`src/rtl/gb_host_arbiter_if.sv`:
```
// Requester-side handshake and ghostbus host signals for gb_host_arbiter.
// The master modport is the arbiter; the slave modport is the surrounding requesters and bus.
interface gb_host_arbiter_if #(
  parameter int NREQ = 2,
  parameter int AW   = 24,
  parameter int DW   = 32
);
  logic [NREQ-1:0]    req_valid;
  logic [NREQ-1:0]    req_write;
  logic [NREQ*AW-1:0] req_addr;
  logic [NREQ*DW-1:0] req_wdata;
  logic [NREQ-1:0]    req_ready;
  logic [NREQ-1:0]    rsp_valid;
  logic [DW-1:0]      rsp_rdata;
  logic [AW-1:0]      gb_addr;
  logic [DW-1:0]      gb_wdata;
  logic               gb_wen;
  logic               gb_rstb;
  logic [DW-1:0]      gb_rdata;
  logic               busy;

  modport master (
    input  req_valid, req_write, req_addr, req_wdata, gb_rdata,
    output req_ready, rsp_valid, rsp_rdata, gb_addr, gb_wdata, gb_wen, gb_rstb, busy
  );

  modport slave (
    output req_valid, req_write, req_addr, req_wdata, gb_rdata,
    input  req_ready, rsp_valid, rsp_rdata, gb_addr, gb_wdata, gb_wen, gb_rstb, busy
  );
endinterface

```
`src/rtl/gb_host_arbiter.sv`:
```
// Round-robin arbiter sharing one ghostbus host port between NREQ requesters,
// one single-word transaction in flight at a time.
module gb_host_arbiter #(
  parameter int NREQ       = 2,
  parameter int AW         = 24,
  parameter int DW         = 32,
  parameter int READ_DELAY = 2
) (
  input logic              gb_clk,
  input logic              gb_rst,
  gb_host_arbiter_if.master bus
);

  localparam int PW = (NREQ > 1) ? $clog2(NREQ) : 1;
  localparam int CW = 4;

  typedef enum logic [1:0] {
    IDLE,
    ISSUE,
    WAIT,
    RESP
  } state_t;

  state_t          state;
  state_t          state_nxt;

  logic [PW-1:0]   ptr;
  logic [PW-1:0]   grant;
  logic [PW-1:0]   pick;
  logic [PW-1:0]   pick_next;
  logic            pick_found;
  int unsigned     idx;

  logic            write_r;
  logic [CW-1:0]   cnt;
  logic [AW-1:0]   addr_r;
  logic [DW-1:0]   wdata_r;
  logic [DW-1:0]   rdata_r;

  logic [NREQ-1:0] ready_c;
  logic [NREQ-1:0] rsp_c;
  logic            wen_c;
  logic            rstb_c;
  logic            busy_c;

  // First valid requester searching upward from ptr, wrapping modulo NREQ.
  always_comb begin
    pick       = '0;
    pick_found = 1'b0;
    idx        = 0;
    for (int unsigned i = 0; i < NREQ; i++) begin
      idx = (32'(ptr) + i) % NREQ;
      if (!pick_found && bus.req_valid[PW'(idx)]) begin
        pick       = PW'(idx);
        pick_found = 1'b1;
      end
    end
  end

  always_comb begin
    if (int'(pick) == NREQ - 1) pick_next = '0;
    else                        pick_next = pick + 1'b1;
  end

  always_ff @(posedge gb_clk or posedge gb_rst) begin
    if (gb_rst) state <= IDLE;
    else        state <= state_nxt;
  end

  always_comb begin
    state_nxt = state;
    case (state)
      IDLE:    if (pick_found) state_nxt = ISSUE;
      ISSUE:   state_nxt = write_r ? IDLE : WAIT;
      WAIT:    if (cnt == '0) state_nxt = RESP;
      RESP:    state_nxt = IDLE;
      default: state_nxt = IDLE;
    endcase
  end

  always_comb begin
    ready_c = '0;
    rsp_c   = '0;
    wen_c   = 1'b0;
    rstb_c  = 1'b0;
    busy_c  = (state != IDLE);
    case (state)
      ISSUE: begin
        ready_c[grant] = 1'b1;
        wen_c          = write_r;
        rstb_c         = !write_r;
      end
      RESP:    rsp_c[grant] = 1'b1;
      default: ;
    endcase
  end

  // Request fields are latched only on a grant; the bus address then stays
  // stable through WAIT and RESP until the next grant.
  always_ff @(posedge gb_clk or posedge gb_rst) begin
    if (gb_rst) begin
      ptr     <= '0;
      grant   <= '0;
      write_r <= 1'b0;
      addr_r  <= '0;
      wdata_r <= '0;
      cnt     <= '0;
      rdata_r <= '0;
    end else begin
      case (state)
        IDLE: begin
          if (pick_found) begin
            grant   <= pick;
            ptr     <= pick_next;
            write_r <= bus.req_write[pick];
            addr_r  <= bus.req_addr[int'(pick)*AW +: AW];
            wdata_r <= bus.req_wdata[int'(pick)*DW +: DW];
          end
        end
        ISSUE: begin
          if (!write_r) cnt <= CW'(READ_DELAY - 1);
        end
        WAIT: begin
          if (cnt == '0) rdata_r <= bus.gb_rdata;
          else           cnt     <= cnt - 1'b1;
        end
        default: ;
      endcase
    end
  end

  assign bus.gb_addr   = addr_r;
  assign bus.gb_wdata  = wdata_r;
  assign bus.gb_wen    = wen_c;
  assign bus.gb_rstb   = rstb_c;
  assign bus.req_ready = ready_c;
  assign bus.rsp_valid = rsp_c;
  assign bus.rsp_rdata = rdata_r;
  assign bus.busy      = busy_c;

  a_strobe_excl: assert property (@(posedge gb_clk) disable iff (gb_rst)
    !(bus.gb_wen && bus.gb_rstb));
  a_ready_onehot: assert property (@(posedge gb_clk) disable iff (gb_rst)
    $onehot0(bus.req_ready));
  a_rsp_onehot: assert property (@(posedge gb_clk) disable iff (gb_rst)
    $onehot0(bus.rsp_valid));

endmodule

```
`src/flat_wrapper.sv`:
```
// flat-port wrapper written by rule: the top's interface ports become plain ports
module gb_host_arbiter_flat 
#(
  parameter int NREQ       = 2,
  parameter int AW         = 24,
  parameter int DW         = 32,
  parameter int READ_DELAY = 2
)
  (gb_clk, gb_rst, bus_req_valid, bus_req_write, bus_req_addr, bus_req_wdata, bus_gb_rdata, bus_req_ready, bus_rsp_valid, bus_rsp_rdata, bus_gb_addr, bus_gb_wdata, bus_gb_wen, bus_gb_rstb, bus_busy);
  gb_host_arbiter_if #(.NREQ(NREQ), .AW(AW), .DW(DW)) bus_i ();
  input logic gb_clk;
  input logic gb_rst;
  input wire logic [$bits(bus_i.req_valid)-1:0] bus_req_valid;
  input wire logic [$bits(bus_i.req_write)-1:0] bus_req_write;
  input wire logic [$bits(bus_i.req_addr)-1:0] bus_req_addr;
  input wire logic [$bits(bus_i.req_wdata)-1:0] bus_req_wdata;
  input wire logic [$bits(bus_i.gb_rdata)-1:0] bus_gb_rdata;
  output wire logic [$bits(bus_i.req_ready)-1:0] bus_req_ready;
  output wire logic [$bits(bus_i.rsp_valid)-1:0] bus_rsp_valid;
  output wire logic [$bits(bus_i.rsp_rdata)-1:0] bus_rsp_rdata;
  output wire logic [$bits(bus_i.gb_addr)-1:0] bus_gb_addr;
  output wire logic [$bits(bus_i.gb_wdata)-1:0] bus_gb_wdata;
  output wire logic [$bits(bus_i.gb_wen)-1:0] bus_gb_wen;
  output wire logic [$bits(bus_i.gb_rstb)-1:0] bus_gb_rstb;
  output wire logic [$bits(bus_i.busy)-1:0] bus_busy;
  assign bus_i.req_valid = bus_req_valid;
  assign bus_i.req_write = bus_req_write;
  assign bus_i.req_addr = bus_req_addr;
  assign bus_i.req_wdata = bus_req_wdata;
  assign bus_i.gb_rdata = bus_gb_rdata;
  assign bus_req_ready = bus_i.req_ready;
  assign bus_rsp_valid = bus_i.rsp_valid;
  assign bus_rsp_rdata = bus_i.rsp_rdata;
  assign bus_gb_addr = bus_i.gb_addr;
  assign bus_gb_wdata = bus_i.gb_wdata;
  assign bus_gb_wen = bus_i.gb_wen;
  assign bus_gb_rstb = bus_i.gb_rstb;
  assign bus_busy = bus_i.busy;
  gb_host_arbiter #(.NREQ(NREQ), .AW(AW), .DW(DW), .READ_DELAY(READ_DELAY)) u_core (.gb_clk(gb_clk), .gb_rst(gb_rst), .bus(bus_i));
endmodule
```
`config.mk`:
```
export PLATFORM = sky130hd
export DESIGN_NAME = gb_host_arbiter_flat
export DESIGN_NICKNAME = d
export VERILOG_FILES = /design/src/rtl/gb_host_arbiter_if.sv /design/src/rtl/gb_host_arbiter.sv /design/src/flat_wrapper.sv
export SDC_FILE = /design/constraint.sdc
export NUM_CORES = 1
export LEC_CHECK = 0
export BUFFER_PORTS_ARGS = -buffer_cell sky130_fd_sc_hd__buf_2
export CAP_MARGIN = 20
export CORE_ASPECT_RATIO = 1.2
export CORE_MARGIN = 8
export CORE_UTILIZATION = 44
export DETAILED_ROUTE_END_ITERATION = 7
export HOLD_SLACK_MARGIN = 0.05
export MAX_ROUTING_LAYER = met4
export PLACE_DENSITY = 0.8
export SLEW_MARGIN = 0
export SYNTH_ARGS = -nofsm -noshare
export SYNTH_HDL_FRONTEND = slang
export SYNTH_SLANG_ARGS = --single-unit
```
`constraint.sdc`:
```
create_clock -name gb_clk -period 3.65 [get_ports gb_clk]
set_clock_uncertainty 0.15 [all_clocks]
set_input_delay 0.365 -clock gb_clk [delete_from_list [all_inputs] [get_ports gb_clk]]
set_output_delay 0.365 -clock gb_clk [all_outputs]
set_load 0.02 [all_outputs]
```
==> metrics.cfg <==
[power_and_ir_drop]
clkPwrFrac_pct=18.7
leakagePower_nw=3.27
p_sw_share_pct=40.2
ir_drop_uv=401
power_frac_seq_pct=35.2
power.total_w=0.00524
switchingPower_w=0.00211
comb_power_share_pct=46.0
power_density_nw_per_um2=897
power.internal_w=0.00313

[layout]
num_antenna_cells=0
final_common_cell=buf_2
fill_cells=779
final_nets=708
final_cell_mix=244 x buf_2, 97 x dfrtp_1, 57 x and3_1, 57 x a221o_1, 33 x mux2_2
area_growth_pct=37.9
drive_gt1_share_pct=54.9

[detailed_routing]
dr_total_vias=3709
ant_nets=0
routed_wl_mm=13.2
vias_per_cell=5.45
drc=0
drtIter0Drc=245
top_layer_used=met4
wl_met3_mm=1.15
wl_met1_mm=5.43
wl_per_cell_um=19.4
routed-wl-met2_mm=6.39
dr.pass1.iters=4

[worst_setup_path]
worstPathArrival_ns=2.64
slowest_delay_ns=0.63
end_kind=register
worst_path_max_delay_cell=a21oi_4
critPathRequiredTime_ns=3.78
cp_max_fo=31
cp-start-kind=register
path_cells=inv_1, ha_1, nand2_1, a21oi_4, buf_4, a221o_1
crit_type=register to register

[grt]
overflow=0
grt_pass1_wl_mm=20.4
grt_pass1_vias=3972
grt_antenna_before_repair=0
grt_usage_pct=20.2
grt_max_degree=86

[clocking]
cts_resized=0
clk_pin_slew_worst_paths_ns=0.07
root_buffer=clkbuf_16
cts.sinks=97
clock_latency_ns=0.34
cts_buffers=9
cts_tree=built
postCtsHoldBufs=0
clockBufferDepth=2
h-tree-depth=3
post-cts-setup-buffers=0

[sta]
min_period_ns=2.51
setup_viol=0
setup_slack_ns=1.14
post-route-period-util_pct=68.7
timing.hold.ws_ns=0.0910
relSlewSlack_pct=41.4
slew_violations=0
hold_viol=0
fmax_ghz=0.399
tightest_slew_ns=0.876
final.setup.tns_ns=0
rsz0062_at_grt=false

[synth]
synth.ff_latch_count=97
synth.distinct_cells=36
synth_edf_count=0
syn-num-nets=475
seq_area_frac_synth_pct=57.3
syn-mean-instance-area_um2=13.3
yosysWarnings=0
syn_area_um2=4240
synthFlopType=dfrtp_1
async_flop_share_pct=100
synth_cells=319

[die]
dieHeight_um=123
core-area_um2=9470
num_rows=39
initial_core_util_pct=44.7
die_w_um=106
ioPinCount=245
die_area_um2=13000

[min_path]
hold_path.class=input port to register

[run_status]
outcome=complete, no violations

[flow_run]
maxCapViolations=0

[placed_design]
io_buffers=244
place_congestion=0.799
hpwl_mm=9.81
place_ws_ns=1.17

==> power by group through the flow <==
stage / clock network [W] / logic (W) / registers [W]
3_5_place_dp: 0 / 0.00244 / 0.00184
3_3_place_gp: 0 / 0.00236 / 0.00183
4_1_cts: 0.000995 / 0.00244 / 0.00184
2_1_floorplan: 0 / 0.00106 / 0.00238
5_1_grt: 0.00104 / 0.00259 / 0.00190
6_report: 0.000982 / 0.00241 / 0.00185
==> Yosys cell counts, types with 2 or more instances <==
master	number	area, µm²
buf_2	7	35.0
inv_1	9	33.8
nor2b_1	3	18.8
clkbuf_2	2	10.0
buf_6	5	56.3
and3_1	57	357
mux2_2	33	372
a221o_1	57	571
ha_1	6	75.1
buf_4	4	30.0
o22ai_1	2	12.5
nand2_1	2	7.51
dfrtp_1	97	2430
and2_1	3	18.8
a21oi_1	2	10.0
clkbuf_1	10	37.5
==> worst max-delay path: cells and delay by family (launching register included) <==
| kind | cells | cell delay, ns |
|---|---|---|
| and+or+nand+nor | 1 | 0.13 |
| buffers and inverters | 2 | 0.59 |
| adders and majority gates | 1 | 0.29 |
| DFF | 1 | 0.42 |
| AOI/OAI and AO/OA | 2 | 0.85 |
==> kinds of logic after synthesis <==
| family | synth area share, % |
|---|---|
| flip-flops | 57.3 |
| AND/OR/NAND/NOR | 11.1 |
| multiplexers | 9.04 |
| adder cells (fa/ha/maj) | 1.77 |
| buffers and inverters | 4.79 |
| AO/OA/AOI/OAI | 16.0 |
==> area by class of cell <==
cell class	instances	area, µm²	area share, %
inverters	9	36.3	0.621
multi-input cells	185	1630	27.9
well taps	123	154	2.63
clock buffers	11	253	4.33
repair buffers	250	1280	21.9
flip-flops and latches	97	2430	41.6
clock inverters	5	61.3	1.05
==> sequential cells by signal, indices dropped and copies added, names as in the netlist, named ones only <==
name,flops
u_core.bus.gb_addr,24
u_core.cnt,4
u_core.bus.gb_wdata,32
u_core.grant,1
u_core.write_r,1
u_core.ptr,1
u_core.state,1
u_core.bus.rsp_rdata,32
==> per-layer routing <==
layer / track usage [%] / vias up
li1: - / 1696
met1: 23.1 / 1785
met2: 32.4 / 212
met3: 5.89 / 16
met4: 9.25 / 0
met5: - / -
==> final timing paths <==
| path | start | endpoint | slack (ns) | cells after the start |
|---|---|---|---|---|
| worst max register to register | u_core.state[0] | u_core.bus.gb_wdata[22] | 1.14 | 6 |
| max in group asynchronous | gb_rst | u_core.bus.rsp_rdata[18] | 2.25 | 4 |
| min in group asynchronous | gb_rst | u_core.bus.rsp_rdata[21] | 0.49 | 3 |
| worst max-delay path | u_core.state[0] | u_core.bus.gb_wdata[22] | 1.14 | 6 |
| worst min register to register | u_core.bus.rsp_rdata[16] | u_core.bus.rsp_rdata[16] | 0.35 | 1 |
| worst min-delay path | bus_req_wdata[35] | u_core.bus.gb_wdata[3] | 0.09 | 2 |
==> per-stage QoR <==
step | instances | instance area (µm²) | utilization [%]
after floorplan | 319 | 4240 | -
after global placement | 662 | 5500 | 58.1
after detailed placement | 662 | 5500 | 58.1
after CTS | 678 | 5810 | 61.4
after global routing | 680 | 5840 | 61.7
final | 680 | 5840 | 61.7
Note: power is estimated with default switching activity, not from simulation.
